## src/rtl/inv_mixed_column_block.sv

```systemverilog
// AES column-mixing engine: InvMixColumns or forward MixColumns on one 4x4 state,
// COLS_PER_CYCLE columns per clock, with valid/ready handshakes on both sides.
module inv_mixed_column_block #(
    parameter int COLS_PER_CYCLE = 1
) (
    input  logic                  clk,
    input  logic                  rst_n,
    input  logic                  in_valid,
    output logic                  in_ready,
    input  logic                  inv_mode,
    input  logic [3:0][3:0][7:0]  input2mixedcolumn,
    output logic                  out_valid,
    input  logic                  out_ready,
    output logic [3:0][3:0][7:0]  outputmixedcolumn,
    output logic                  busy
);

    typedef enum logic [1:0] {IDLE, BUSY, DONE} state_t;

    localparam logic [1:0] COL_STEP = 2'(COLS_PER_CYCLE);
    localparam logic [1:0] LAST_COL = 2'(4 - COLS_PER_CYCLE);

    state_t               state, state_next;
    logic [1:0]           col_cnt;
    logic [3:0][3:0][7:0] blk_reg;
    logic [3:0][3:0][7:0] blk_next;
    logic                 mode_reg;
    logic [1:0]           col_off;

    function automatic logic [7:0] xtime(input logic [7:0] b);
        return {b[6:0], 1'b0} ^ (b[7] ? 8'h1b : 8'h00);
    endfunction

    // Every coefficient used fits in four bits, so the product is a masked sum of b, 2b, 4b, 8b.
    function automatic logic [7:0] gf_mul(input logic [7:0] b, input logic [3:0] coef);
        logic [7:0] x2, x4, x8;
        x2 = xtime(b);
        x4 = xtime(x2);
        x8 = xtime(x4);
        return ({8{coef[3]}} & x8) ^ ({8{coef[2]}} & x4) ^
               ({8{coef[1]}} & x2) ^ ({8{coef[0]}} & b);
    endfunction

    function automatic logic [3:0][7:0] mix_col(input logic [3:0][7:0] col, input logic inv);
        logic [3:0][3:0] coef;
        logic [3:0][7:0] res;
        coef = inv ? {4'h9, 4'hd, 4'hb, 4'he} : {4'h1, 4'h1, 4'h3, 4'h2};
        res  = '0;
        for (int r = 0; r < 4; r++) begin
            for (int k = 0; k < 4; k++) begin
                res[r] = res[r] ^ gf_mul(col[k], coef[2'(k - r)]);
            end
        end
        return res;
    endfunction

    // Column c is in this cycle's window when its offset from col_cnt is below COLS_PER_CYCLE.
    always_comb begin
        blk_next = blk_reg;
        col_off  = '0;
        for (int c = 0; c < 4; c++) begin
            col_off = 2'(c) - col_cnt;
            if (int'(col_off) < COLS_PER_CYCLE) begin
                blk_next[c] = mix_col(blk_reg[c], mode_reg);
            end
        end
    end

    always_ff @(posedge clk or negedge rst_n) begin
        if (!rst_n) state <= IDLE;
        else        state <= state_next;
    end

    always_comb begin
        state_next = state;
        case (state)
            IDLE:    if (in_valid)            state_next = BUSY;
            BUSY:    if (col_cnt == LAST_COL) state_next = DONE;
            DONE:    if (out_ready)           state_next = IDLE;
            default:                          state_next = IDLE;
        endcase
    end

    always_ff @(posedge clk or negedge rst_n) begin
        if (!rst_n) begin
            col_cnt           <= '0;
            blk_reg           <= '0;
            mode_reg          <= 1'b1;
            outputmixedcolumn <= '0;
        end else begin
            case (state)
                IDLE: begin
                    if (in_valid) begin
                        blk_reg  <= input2mixedcolumn;
                        mode_reg <= inv_mode;
                        col_cnt  <= '0;
                    end
                end
                BUSY: begin
                    blk_reg <= blk_next;
                    col_cnt <= col_cnt + COL_STEP;
                    if (col_cnt == LAST_COL) outputmixedcolumn <= blk_next;
                end
                default: ;
            endcase
        end
    end

    assign in_ready  = (state == IDLE) && rst_n;
    assign out_valid = (state == DONE);
    assign busy      = (state == BUSY);

endmodule

```

## config.mk

```make
export PLATFORM = sky130hd
export DESIGN_NAME = inv_mixed_column_block
export DESIGN_NICKNAME = d
export VERILOG_FILES = /design/src/rtl/inv_mixed_column_block.sv
export SDC_FILE = /design/constraint.sdc
export NUM_CORES = 1
export LEC_CHECK = 0
export CORE_ASPECT_RATIO = 2
export CORE_MARGIN = 4
export CORE_UTILIZATION = 25
export CTS_CLUSTER_DIAMETER = 60
export DETAILED_ROUTE_END_ITERATION = 16
export MAX_ROUTING_LAYER = met4
export PLACE_DENSITY = 0.48
export SYNTH_ARGS = -nofsm -noshare
export SYNTH_HDL_FRONTEND = slang
export SYNTH_SLANG_ARGS = --single-unit
export TNS_END_PERCENT = 10
```

## constraint.sdc

```tcl
create_clock -name clk -period 2.6 [get_ports clk]
set_input_delay 0.52 -clock clk [delete_from_list [all_inputs] [get_ports clk]]
set_output_delay 0.52 -clock clk [all_outputs]
set_load 0.05 [all_outputs]
```

==> run_results.csv <==
group,metric,value,unit
setup_path,end_kind,"output port",
setup_path,worstPathMaxFanout,16,
setup_path,critical_path.slowest_cell,"dfrtp_1",
setup_path,crit_chain,"nand2b_2 > clkinv_2 > buf_8 > buf_4",
cts,path_clk_slew,70,ps
setup_path,r2r_cells,6,
sta,setup_tns,0,ps
floorplanning,start_util,25.2,%
cts,numCtsBuffers,30,
setup_path,crit_required,2080,ps
sta,rsz0062_at_grt,"false",
global_route,antenna_found_initial,7,
sta,worst_slew_margin_rel,31.8,%
setup_path,rr_endpoint,"outputmixedcolumn[12]",
setup_path,cpPeakStageDelay,380,ps
yosys,synth.largest_area_cell,"dfrtp_1",
cts,post_cts_buffers,0,
yosys,synthArstFlopShare,100,%
detailed_routing,drc,0,
cts,clockBufferDepth,3,
floorplanning,die_area,0.0812,mm²
global_route,grt_pass1_vias,16028,
min_path,holdPathStages,1,
min_path,min_path_type,"reg -> reg",
sta,tightest_slew,1020,ps
yosys,yosys-top-cells-area,"dfrtp_1, xnor2_1, xor2_1, xnor3_1, o21ai_0",
yosys,synth_ff_type,"dfrtp_1",
floorplanning,io_pins,264,
final_layout,fill_cells,7989,
cts,cts_max_level,1,
final_layout,num-nets-final,2325,
cts,clk_latency,600,ps
sta,skew,19.2,ps
cts,cts_tree,"done",
yosys,syn_area_per_cell,9.50,µm²
floorplanning,core,0.0759,mm²
final_layout,seq_area,0.00654,mm²
place,portBuffers,263,
setup_path,crit_type,"reg -> out",
sta,slew_viol_final,0,
final_layout,drive_above_1_share,8.12,%
detailed_routing,dr.pass1.iters,5,
place,gp_congestion,0.893,
yosys,synthDominantCellAreaShare,34.0,%
status,status,"completed",
cts,clock_sinks,261,
detailed_routing,viasPerCell,4.65,
cts,cts_root_buf,"clkbuf_16",
yosys,synth_warnings,0,
yosys,syn_area,0.0191,mm²
detailed_routing,wl_per_cell,21.8,µm
detailed_routing,drt_iter0_markers,758,
yosys,yosysSeqAreaShare,34.2,%
place,dp_hpwl,53600,µm
floorplanning,dieHeight,399,µm
yosys,synthCells,2012,
sta,layout_worst_path_cycle_share,94.3,%
sta,max_freq,0.408,GHz
yosys,syn-num-nets,2150,
run,timing.max_cap.violations,0,
detailed_routing,wl,70400,µm
sta,period_minus_slack,2450,ps
final_layout,syn_to_final_growth,24.8,%
sta,hold_viol_final,0,
setup_path,worstReg2RegStart,"blk_reg[22]",
global_route,grt_remaining_overflow,0,
setup_path,cp_data_arrival_time,1930,ps
global_route,grt_pass1_wl,105000,µm
floorplanning,row_count,143,
sta,setup_viol,0,
global_route,grt_start_max_net_pins,82,
yosys,ys_seq_elements,261,
final_layout,multi_input_comb_area,0.0115,mm²
global_route,grt_usage,17.4,%
min_path,worstHoldStart,"outputmixedcolumn[110]",
detailed_routing,vias,14981,
setup_path,cp-start-kind,"flop",
min_path,min_to,"outputmixedcolumn[110]",
yosys,synth_cell_types,42,
yosys,synth-edff-count,0,
floorplanning,die_x,204,µm
setup_path,reg2reg_slack,280,ps
detailed_routing,ant_nets,0,
==> layer usage <==
layer  share of wire [%]  vias to the layer above  track usage, %
met2                  54                      398            32.2
met3                 4.7                       84            2.65
met1                  38                     7438            19.2
li1                    -                     7061               -
met5                   0                        -               -
met4                 3.0                        0            5.32
==> worst max-delay path: cells and delay by family (launching register included) <==
kind	cells	cell delay, ps
buffers and inverters	3	610
AND/OR/NAND/NOR	1	310
flip-flops	1	380
==> kinds of logic (layout without fill, tap and decap cells) <==
family                     after synthesis  after routing  share of synthesized area, %
muxes                                   67             67                          3.58
xor gates and xnor gates               586            586                          32.7
adders and majority gates                5              5                         0.327
AOI/OAI and AO/OA                      487            487                          15.3
buffers and inverters                  228            421                          5.72
and+or+nand+nor                        378            378                          8.24
DFF                                    261            261                          34.2
other                                    0              5                             0
==> through the flow <==
step	area (µm²)	utilization (%)	instances	setup slack, ps	hold WS (ps)
2_1_floorplan	19100	-	2012	516	224
3_3_place_gp	22900	30.2	3169	158	463
3_5_place_dp	22900	30.2	3169	177	464
4_1_cts	23900	31.4	3220	52.3	455
5_1_grt	23900	31.5	3225	44.4	486
6_report	23900	31.5	3225	149	474
==> repair_timing <==
action,in CTS,in global routing
hold endpoints to repair,3,0
resized for setup,4,0
setup endpoints to repair,2,0
hold buffers,1,0
==> how the worst max path moves through the flow <==
| stage | from | endpoint | slack, ps | cells past startpoint |
|---|---|---|---|---|
| after floorplan | state[1] | busy | 520 | 4 |
| after global placement | in_valid | blk_reg[13] | 160 | 6 |
| after detailed placement | in_valid | blk_reg[5] | 180 | 6 |
| after CTS | state[1] | busy | 50 | 4 |
| after global routing | state[1] | busy | 40 | 4 |
| final | state[1] | busy | 150 | 4 |
==> layout make-up <==
type                            instances  share of cell area, %
Clock buffer                           40                   3.64
Antenna cell                            5                 0.0524
Tap cell                             1015                   5.32
Clock inverter                         10                  0.294
Inverter                               10                  0.162
Multi-Input combinational cell       1523                   48.3
Timing Repair Buffer                  361                   14.8
Sequential cell                       261                   27.4
==> cell usage after synthesis, types with 17 or more instances <==
master / instances
mux2i_1: 56
dfrtp_1: 260
xnor3_1: 51
xnor2_1: 340
a21o_1: 41
a22o_1: 20
nor2_1: 89
buf_4: 20
nor2b_1: 17
xor2_1: 164
clkbuf_1: 107
xor3_1: 24
a22oi_1: 86
nand2_1: 232
a21oi_1: 110
buf_2: 64
o21ai_0: 187
==> placed cells by master (no fill, tap or decap), types with 4 or more instances in the layout <==
cell type	n
xor2_1	164
inv_1	9
xnor2_1	340
clkinv_2	6
buf_12	13
buf_4	85
a21o_1	41
and2_1	4
nor3b_1	14
a31oi_1	7
mux2i_1	56
o21ai_1	6
mux2_2	11
dfrtp_1	260
clkdlybuf4s50_1	259
clkbuf_8	6
and3_1	10
a221o_1	4
a22oi_1	86
clkbuf_16	31
o21ai_0	186
a222oi_1	4
o22ai_1	12
xor2_2	6
nand2_1	232
diode_2	5
nor2_1	88
a22o_1	20
a21oi_1	110
a211oi_1	7
xnor3_1	51
nor2b_1	17
xor3_1	24
Power is not shown: default switching activity piles up to over one toggle a cycle in this logic, so the estimate is an artifact.
==> edit, RTL diff (config.mk and constraints unchanged) <==
Make the reset (`rst_n`) synchronous in 2 clocked blocks.
--- a/src/rtl/inv_mixed_column_block.sv
+++ b/src/rtl/inv_mixed_column_block.sv
@@ -67,5 +67,5 @@
     end
 
-    always_ff @(posedge clk or negedge rst_n) begin
+    always_ff @(posedge clk) begin
         if (!rst_n) state <= IDLE;
         else        state <= state_next;
@@ -82,5 +82,5 @@
     end
 
-    always_ff @(posedge clk or negedge rst_n) begin
+    always_ff @(posedge clk) begin
         if (!rst_n) begin
             col_cnt           <= '0;
Function: not settled (the Yosys comparison gave no result); the edit may change what the design does.
==> edit against the original RTL <==
  * Sequential cell count unchanged
  * Utilization grew 0.83 points
  * Wire length grew 15%
  * Worst setup slack better by 9.2 ps
  * Cell area grew 6.0%
  * Area after synthesis increased by 3.8%
  * Via count increased by 16%
==> edit: results (changes against the original RTL) <==
layout net count = 2629 (was 2325)
critical path's largest stage delay = 590 ps (was 380 ps)
highest fanout seen on the critical path = 5 (was 16)
Num CTS Buffers = 34 (was 30)
pin count of the biggest net entering global routing = 135 (was 82)
Post-DP Area = 24200 um2 (was 22900 um2)
vias per inst = 4.92 (was 4.65)
crit path DAT = 2950 ps (was 1930 ps)
WL met1 = 31.3 mm (was 27.1 mm)
XOR/XNOR Fraction of Synth Area = 30.6% (was 32.7%)
fraction of layout cells with a size suffix above 1 = 11.7% (was 8.12%)
relative slew slack = 56.4% (was 31.8%)
top cells by area, synth = dfxtp_1, xnor2_1, xnor3_1, nand2_1, xor2_1 (was dfrtp_1, xnor2_1, xor2_1, xnor3_1, o21ai_0)
GP Congestion = 0.939 (was 0.893)
clk_lat worst skew = 560 ps (was 600 ps)
CP max stage cell = dfxtp_1 (was dfrtp_1)
drt pass-1 iters = 8 (was 5)
Synth Area in Adders = 0.252% (was 0.327%)
Iter 0 DRT Violations = 1026 (was 758)
synth cell count leaders = xnor2_1, nand2_1, dfxtp_1 (was xnor2_1, dfrtp_1, nand2_1)
grt met2 use = 35.0% (was 32.2%)
Synth Flop Type = dfxtp_1 (was dfrtp_1)
status = complete, no violations (unchanged)
Crit Reg-Reg Startpoint = blk_reg[53] (was blk_reg[22])
worst r2r dst = blk_reg[44] (was outputmixedcolumn[12])
Final Worst Setup Slack = 158 ps (was 149 ps)
Post-CTS Resized = 0 (was 4)
syn avg cell area = 8.66 um2 (was 9.50 um2)
GR Layer Usage met3 = 2.39% (was 2.65%)
met3 wire len = 3.28 mm (was 3.32 mm)
first-pass GRT wire length = 120 mm (was 105 mm)
## edit: worst min-delay path by stage
| stage | to | slack, ps | cells after the start | startpoint |
|---|---|---|---|---|
| after floorplan | col_cnt[1] | 500 | 2 | col_cnt[1] |
| after global placement | outputmixedcolumn[126] | 450 | 2 | outputmixedcolumn[126] |
| after detailed placement | outputmixedcolumn[125] | 450 | 2 | outputmixedcolumn[125] |
| after CTS | outputmixedcolumn[63] | 300 | 2 | rst_n |
| after global routing | blk_reg[44] | 340 | 2 | rst_n |
| final | outputmixedcolumn[63] | 340 | 2 | rst_n |
## edit: cell type report
class	count	area, um2
diodes	1	2.50
repair buffers	439	4210
flip-flops and latches	261	5230
clock buffers	36	868
clock inverters	25	262
well taps	1029	1290
multi-input cells	1737	13400
inverters	19	71.3
fillers	8261	53100
## edit: critical path, delay by kind of cell (launching register included)
kind / cells / cell delay (ps)
xor gates and xnor gates: 3 / 1280
AOI/OAI and AO/OA: 2 / 300
and+or+nand+nor: 1 / 220
DFF: 1 / 590
